$ cat src/rtl/mem_port_arbiter.sv
// mem_port_arbiter: shares one memory port between IF (id 0) and LSU (id 1); MEM_PORT_ARB_RR_EN selects round-robin over LSU-first priority.
module mem_port_arbiter #(
    parameter int MAX_OUTSTANDING = 2,
    parameter int N_BITS = 32
) (
    input  logic              clk,
    input  logic              rst,
    input  logic              if_req_val,
    output logic              if_req_rdy,
    input  logic [N_BITS-1:0] if_req_addr,
    input  logic              lsu_req_val,
    output logic              lsu_req_rdy,
    input  logic [N_BITS-1:0] lsu_req_addr,
    input  logic              lsu_req_wen,
    input  logic [N_BITS-1:0] lsu_req_wdata,
    input  logic [3:0]        lsu_req_wstrb,
    output logic              if_resp_val,
    output logic [N_BITS-1:0] if_resp_rdata,
    output logic              lsu_resp_val,
    output logic [N_BITS-1:0] lsu_resp_rdata,
    output logic              mem_req_val,
    input  logic              mem_req_rdy,
    output logic [N_BITS-1:0] mem_req_addr,
    output logic              mem_req_wen,
    output logic [N_BITS-1:0] mem_req_wdata,
    output logic [3:0]        mem_req_wstrb,
    input  logic              mem_resp_val,
    input  logic [N_BITS-1:0] mem_resp_rdata,
    output logic              err_unexpected_resp
);
    localparam int PW = (MAX_OUTSTANDING > 1) ? $clog2(MAX_OUTSTANDING) : 1;
    localparam int CW = $clog2(MAX_OUTSTANDING) + 1;

    typedef enum logic {IDLE, LOCKED} state_t;

    state_t                     state;
    logic                       lock_id;
    logic [MAX_OUTSTANDING-1:0] ids;
    logic [PW-1:0]              wr_ptr, rd_ptr;
    logic [CW-1:0]              count;
    logic                       win, sel, full, empty, accept, pop, head;

`ifdef MEM_PORT_ARB_RR_EN
    logic rr_ptr;
    assign win = (if_req_val && lsu_req_val) ? rr_ptr : lsu_req_val;
    always_ff @(posedge clk or posedge rst) begin
        if (rst)
            rr_ptr <= 1'b0;
        else if (accept)
            rr_ptr <= ~rr_ptr;
    end
`else
    assign win = lsu_req_val;
`endif

    assign sel         = (state == LOCKED) ? lock_id : win;
    assign full        = count == CW'(MAX_OUTSTANDING);
    assign empty       = count == '0;
    // rst gates the request side so nothing leaks out while reset is held
    assign mem_req_val = !rst && (if_req_val || lsu_req_val || state == LOCKED) && !full;
    assign accept      = mem_req_val && mem_req_rdy;
    assign if_req_rdy  = accept && !sel;
    assign lsu_req_rdy = accept && sel;

    assign mem_req_addr  = sel ? lsu_req_addr : if_req_addr;
    assign mem_req_wen   = sel && lsu_req_wen;
    assign mem_req_wdata = lsu_req_wdata;
    assign mem_req_wstrb = sel ? lsu_req_wstrb : 4'h0;

    assign head           = ids[rd_ptr];
    assign pop            = mem_resp_val && !empty;
    assign if_resp_val    = pop && !head;
    assign lsu_resp_val   = pop && head;
    assign if_resp_rdata  = mem_resp_rdata;
    assign lsu_resp_rdata = mem_resp_rdata;

    always_ff @(posedge clk or posedge rst) begin
        if (rst) begin
            state   <= IDLE;
            lock_id <= 1'b0;
        end else if (state == IDLE && mem_req_val && !mem_req_rdy) begin
            state   <= LOCKED;
            lock_id <= sel;
        end else if (state == LOCKED && mem_req_rdy) begin
            state   <= IDLE;
        end
    end

    always_ff @(posedge clk or posedge rst) begin
        if (rst) begin
            ids    <= '0;
            wr_ptr <= '0;
            rd_ptr <= '0;
            count  <= '0;
            err_unexpected_resp <= 1'b0;
        end else begin
            if (accept) begin
                ids[wr_ptr] <= sel;
                wr_ptr      <= (wr_ptr == PW'(MAX_OUTSTANDING - 1)) ? '0 : wr_ptr + 1'b1;
            end
            if (pop)
                rd_ptr <= (rd_ptr == PW'(MAX_OUTSTANDING - 1)) ? '0 : rd_ptr + 1'b1;
            count <= count + CW'(accept) - CW'(pop);
            if (mem_resp_val && empty)
                err_unexpected_resp <= 1'b1;
        end
    end
endmodule

$ cat config.mk
export PLATFORM = sky130hd
export DESIGN_NAME = mem_port_arbiter
export DESIGN_NICKNAME = d
export VERILOG_FILES = /design/src/rtl/mem_port_arbiter.sv
export SDC_FILE = /design/constraint.sdc
export NUM_CORES = 1
export LEC_CHECK = 0
export BUFFER_PORTS_ARGS = -buffer_cell sky130_fd_sc_hd__buf_4
export CAP_MARGIN = 30
export CORE_AREA = 5 5 105 107
export DETAILED_ROUTE_END_ITERATION = 7
export DIE_AREA = 0 0 110 112
export HOLD_SLACK_MARGIN = 0.05
export SLEW_MARGIN = 20
export SYNTH_ARGS = -nofsm -noshare
export SYNTH_HDL_FRONTEND = slang
export SYNTH_SLANG_ARGS = --single-unit
$ cat constraint.sdc
create_clock -name clk -period 4.6 [get_ports clk]
set_clock_uncertainty 0.1 [all_clocks]
set_input_delay 0 -clock clk [delete_from_list [all_inputs] [get_ports clk]]
set_output_delay 0 -clock clk [all_outputs]
set_load 0.02 [all_outputs]
# [Word level (Yosys, flattened, before mapping)]
# Cells that the tools add are included.
[totals] in_bits=139 register_bits=9 word_cells=52
[classes] bitwise_logic=1 magnitude_cmp=3 muxes=12 n_addsub=4 n_reduce_logical=24 eq_ne=1
[op_table] cell="32-bit two-way mux" count=1
[op_table] cell="1-bit logical AND" count=14
[op_table] cell="1-bit two-way mux" count=8
[op_table] cell="1-bit zero test" count=6
[op_table] cell="1-bit by 2-bit < comparator with 1-bit output, second input constant" count=2
[op_table] cell="4-bit two-way mux" count=1
[op_table] cell="1-bit adder, second input constant" count=2
[op_table] cell="2-bit by 1-bit adder with 2-bit output" count=1
[op_table] cell="2-bit bitwise mux" count=1
[op_table] cell="2-bit == test, second input constant" count=1
[op_table] cell="2-bit zero test" count=1
[op_table] cell="1-bit logical OR" count=2
[op_table] cell="2-bit nonzero test" count=1
[op_table] cell="2-bit by 1-bit subtractor with 2-bit output" count=1
[op_table] cell="1-bit demux with 1-bit select" count=1
[op_table] cell="1-bit greater-or-equal comparator, second input constant" count=1
[op_table] cell="1-bit inverter" count=1

# [Logic depth before layout (Yosys ltp)]
[depth] word_depth=7 mapped_depth=8 ltp_nobuf=7

# [Least setup slack after synthesis]
# No wires, ideal clock.
[synth_timing] path_kind="register to register" startpoint="register state" endpoint="register count[1]" setup_ns=0.080 period_less_slack_ns=1.880 path_buffers=1 required_time_ns=4.420 stages_incl_launch_ff=9 t_arrival_ns=1.700 path_slack_ns=2.720 cell_sequence="dfrtp_1 -> or3_1 -> buf_2 -> nand3_1 -> ha_1 -> inv_1 -> ha_1 -> xnor2_1 -> xnor2_1"
[synth_via] elab_chain_cells=6
[synth_lines] element="start, declared" line="36" rtl="state_t state;"
[synth_lines] element="start signal, assigned" line="79" rtl="state <= IDLE;"
[synth_lines] element="start signal, assigned" line="82" rtl="state <= LOCKED;"
[synth_lines] element="start signal, assigned" line="85" rtl="state <= IDLE;"
[synth_lines] element="1-bit logical OR" line="60" rtl="assign mem_req_val = !rst && (if_req_val || lsu_req_val || state == LOCKED) && !full;"
[synth_lines] element="1-bit logical AND (2 in a row)" line="60"
[synth_lines] element="1-bit logical AND" line="61" rtl="assign accept = mem_req_val && mem_req_rdy;"
[synth_lines] element="2-bit by 1-bit adder with 2-bit output" line="103" rtl="count <= count + CW'(accept) - CW'(pop);"
[synth_lines] element="2-bit by 1-bit subtractor with 2-bit output" line="103"
[synth_lines] element="end signal, assigned" line="103"
[synth_lines] element="end, declared" line="40" rtl="logic [CW-1:0] count;"
# No other way between the ends.
# A chain may end at the register's enable or synchronous reset.

# [Worst setup path after layout]
[layout_timing] startpoint="register state" endpoint="output port mem_req_addr[12]"
[layout_via] elab_chain_cells=2
[layout_lines] element="1-bit two-way mux" line="56" rtl="assign sel = (state == LOCKED) ? lock_id : win;"
[layout_lines] element="32-bit two-way mux" line="65" rtl="assign mem_req_addr = sel ? lsu_req_addr : if_req_addr;"
[layout_lines] element="end, declared" line="23" rtl="output logic [N_BITS-1:0] mem_req_addr,"
# No other way between the ends.

==> implementation parameters <==
Parameter                              Value

Global route
  Overall track demand over capacity in global routing ... 9.42%
  GR Overflow Total ... 0
  Number of antenna violations at the first check in global routing ... 1
  Maximum number of pins on one net before global-route repair ... 22
  Global-route wire length before repair ... 9.02 mm
  Number of global-route vias before repair ... 1685

STA
  Setup repair after global routing missed its margin ... false
  Final hold violations ... 0
  Final worst slack ... 2.17 ns
  Maximum frequency from static timing analysis ... 412 MHz
  Period utilisation layout ... 52.8%
  Hold slack final ... 0.183 ns
  Post-Route Setup TNS ... 0 ns
  Minimum period implied by the final worst setup slack ... 2.43 ns
  Total setup violations reported at the end of the flow ... 0
  Worst max-slew margin expressed relative to the limit ... 44.1%
  Total count of max-transition violations in the final report ... 0
  Worst Max-Slew Pin Slew ... 0.821 ns

Route
  DR vias ... 1478
  Iter 0 DRT Violations ... 26
  ANT nets after route ... 0
  WL/cell ... 16.0 um
  Vias per cell ... 3.64
  Total Wirelength ... 6.49 mm
  DRC Markers ... 0
  1st-pass router iterations ... 4

Yosys
  Commonest cells post-synth ... sky130_fd_sc_hd__buf_4 (99), sky130_fd_sc_hd__mux2_2 (30), sky130_fd_sc_hd__dfrtp_1 (9), sky130_fd_sc_hd__nor2b_1 (8), sky130_fd_sc_hd__nor2_1 (5)
  Distinct cell type count of the synthesized netlist ... 20
  Area share of the largest cell type after synthesis ... 46.4%
  Seq/Total Area, Yosys ... 14.1%
  Most used standard cell by instance count after synthesis ... sky130_fd_sc_hd__buf_4
  Cell accounting for the most synthesized area ... sky130_fd_sc_hd__buf_4
  Synthesis-stage register bit count ... 9
  Post-Synthesis Net Count ... 321
  Number of flops mapped to enable cells by yosys ... 0
  Post-Syn Instances ... 180
  Synth warnings ... 0
  Synthesized cell area ... 1600 um^2
  Commonest register cell after synthesis ... sky130_fd_sc_hd__dfrtp_1
  Cells taking the most area after synthesis ... sky130_fd_sc_hd__buf_4 (46%), sky130_fd_sc_hd__mux2_2 (21%), sky130_fd_sc_hd__dfrtp_1 (14%)
  Fraction of synthesis flops using an asynchronous set or reset pin ... 100%
  Average size of a mapped cell ... 8.90 um^2

Setup path
  Top fanout value on the critical path ... 21
  Data arrival time of the worst path ... 2.33 ns
  Most used cell, CP ... sky130_fd_sc_hd__buf_4
  Crit path cell chain ... mux2i_4, buf_4, mux2_2, buf_4
  Element type at the critical path end ... output pin
  Worst endpoint required time ... 4.50 ns
  Startpoint class of the critical path ... flip-flop
  CP max-delay cell ... sky130_fd_sc_hd__mux2i_4
  Delay contributed by the slowest stage of the critical path ... 0.74 ns
  Critical path class ... reg -> out

Layout
  Layout Utilization ... 26.3%
  Final std cell area, no fill ... 2650 um^2
  Fillers ... 1059
  Area taken by flip-flops and latches ... 225 um^2
  Area added between synthesis and finish ... 65.1%
  Combined area of the multi-input logic cells ... 622 um^2
  Layout net count ... 411
  Share of cells above drive strength 1 ... 56.9%

Power and ir drop
  P per Cell Area ... 312 nW/um^2
  Leakage power ... 1.22 nW
  Largest voltage drop on the vdd net ... 96.0 uV

Clock network
  Sink count of the clock tree ... 9
  H-tree lvl count ... 1
  Clock tree from TritonCTS ... done
  Number of buffers created by CTS ... 3
  Source-to-sink clock delay at the later pin of the worst-skew pair ... 0.23 ns
  Resized cells post-CTS ... 0
  Clk pin slew, worst setup/hold paths ... 0.04 ns
  Maximum clock path buffer count ... 2
  Clock root buffer master ... sky130_fd_sc_hd__clkbuf_8

Die
  Die area ... 12300 um^2
  Area inside the core boundary ... 10000 um^2
  I/O Pins ... 278
  Initial core utilization ... 16.0%
  Height of the die ... 112 um
  Floorplan row count ... 37
  X dimension of the die ... 110 um

Placement
  Post-detail-place hpwl ... 4.80 mm
  Instance area at placement ... 1920 um^2
  Count of buffers from port buffering ... 117
  Worst slack, placed ... 2.39 ns
  Final weighted congestion of routability-driven global placement ... 0.838

Flow run
  Max-capacitance violation count ... 0

Outcome
  Status ... complete, no violations

Worst hold path
  Worst min-delay path category ... in -> reg
metal layers:
layer  global-route usage, %  share of wire, %
met1                    10.0                32
met4                    3.74               1.8
met3                    2.26                11
met2                    17.4                55
met5                       0                 0
critical path, delay by kind of cell, from the launching register on:
family	cells	cell delay, ns
flops	1	0.42
buf+inv	2	0.56
mux	2	1.12
cell usage in the layout, fill, tap and decap left out, drive strengths merged:
master       synthesis  routed
a21o                 1       1
xnor2                4       4
or3                  1       1
nor2b                8       8
diode                0       1
o21ai                1       1
nand3                1       1
ha                   2       2
clkbuf               0       4
inv                  4       4
a41oi                4       4
nand4                1       1
dlygate4sd3          0      68
dfrtp                9       9
nor2                 5       5
and3                 1       1
a31oi                1       1
mux2                33      33
nand2b               1       1
mux2i                2       2
buf                101     118
where the power goes:
group / total (W) / internal (W) / switching [W]
combinational: 0.000590 / 0.000285 / 0.000306
clock: 0.0000898 / 0.0000602 / 0.0000296
sequential: 0.000145 / 0.000114 / 0.0000310
logic make-up (layout without fill, tap and decap cells):
| kind of cell | Yosys count | count (layout) | share of synthesized area (%) |
|---|---|---|---|
| buf+inv | 105 | 194 | 47.9 |
| mux | 35 | 35 | 24.4 |
| simple gates | 18 | 18 | 6.48 |
| flops | 9 | 9 | 14.1 |
| compound gates | 7 | 7 | 3.36 |
| xor+xnor | 4 | 4 | 2.19 |
| fa+ha+maj | 2 | 2 | 1.56 |
| other cells | 0 | 1 | 0 |
final timing paths:
check	startpoint	endpoint	slack (ns)	cells after the start
max in group asynchronous	rst	ids[1]	3.85	3
setup reg to reg	state	count[1]	2.58	7
min in group asynchronous	rst	wr_ptr	0.25	3
hold reg to reg	err_unexpected_resp	err_unexpected_resp	0.36	1
setup / recovery	state	mem_req_addr[12]	2.17	4
hold / removal	if_req_val	state	0.18	4
area by class of cell:
class                   count  share of cell area, %
well taps                 136                   6.43
repair buffers            186                   59.2
multi-input cells          66                   23.5
diodes                      1                 0.0946
inverters                   4                  0.567
flip-flops and latches      9                   8.51
clock buffers               4                   1.70
per-stage QoR:
step | std cells | power [W]
after floorplan | 180 | 0.000553
after global placement | 333 | 0.000622
after detailed placement | 333 | 0.000630
after global routing | 406 | 0.000887
final | 406 | 0.000826
after CTS | 405 | 0.000838
state kept, by name, summed over array words and instances, names as in the netlist:
name / flops
lock_id: 1
state: 1
ids: 2
err_unexpected_resp: 1
rd_ptr: 1
count: 2
wr_ptr: 1
what timing repair did:
action / CTS / global route
setup buffers: 0 / 0
hold endpoints to repair: 110 / 0
hold buffers: 68 / 0
(Power assumes the default switching activity.)
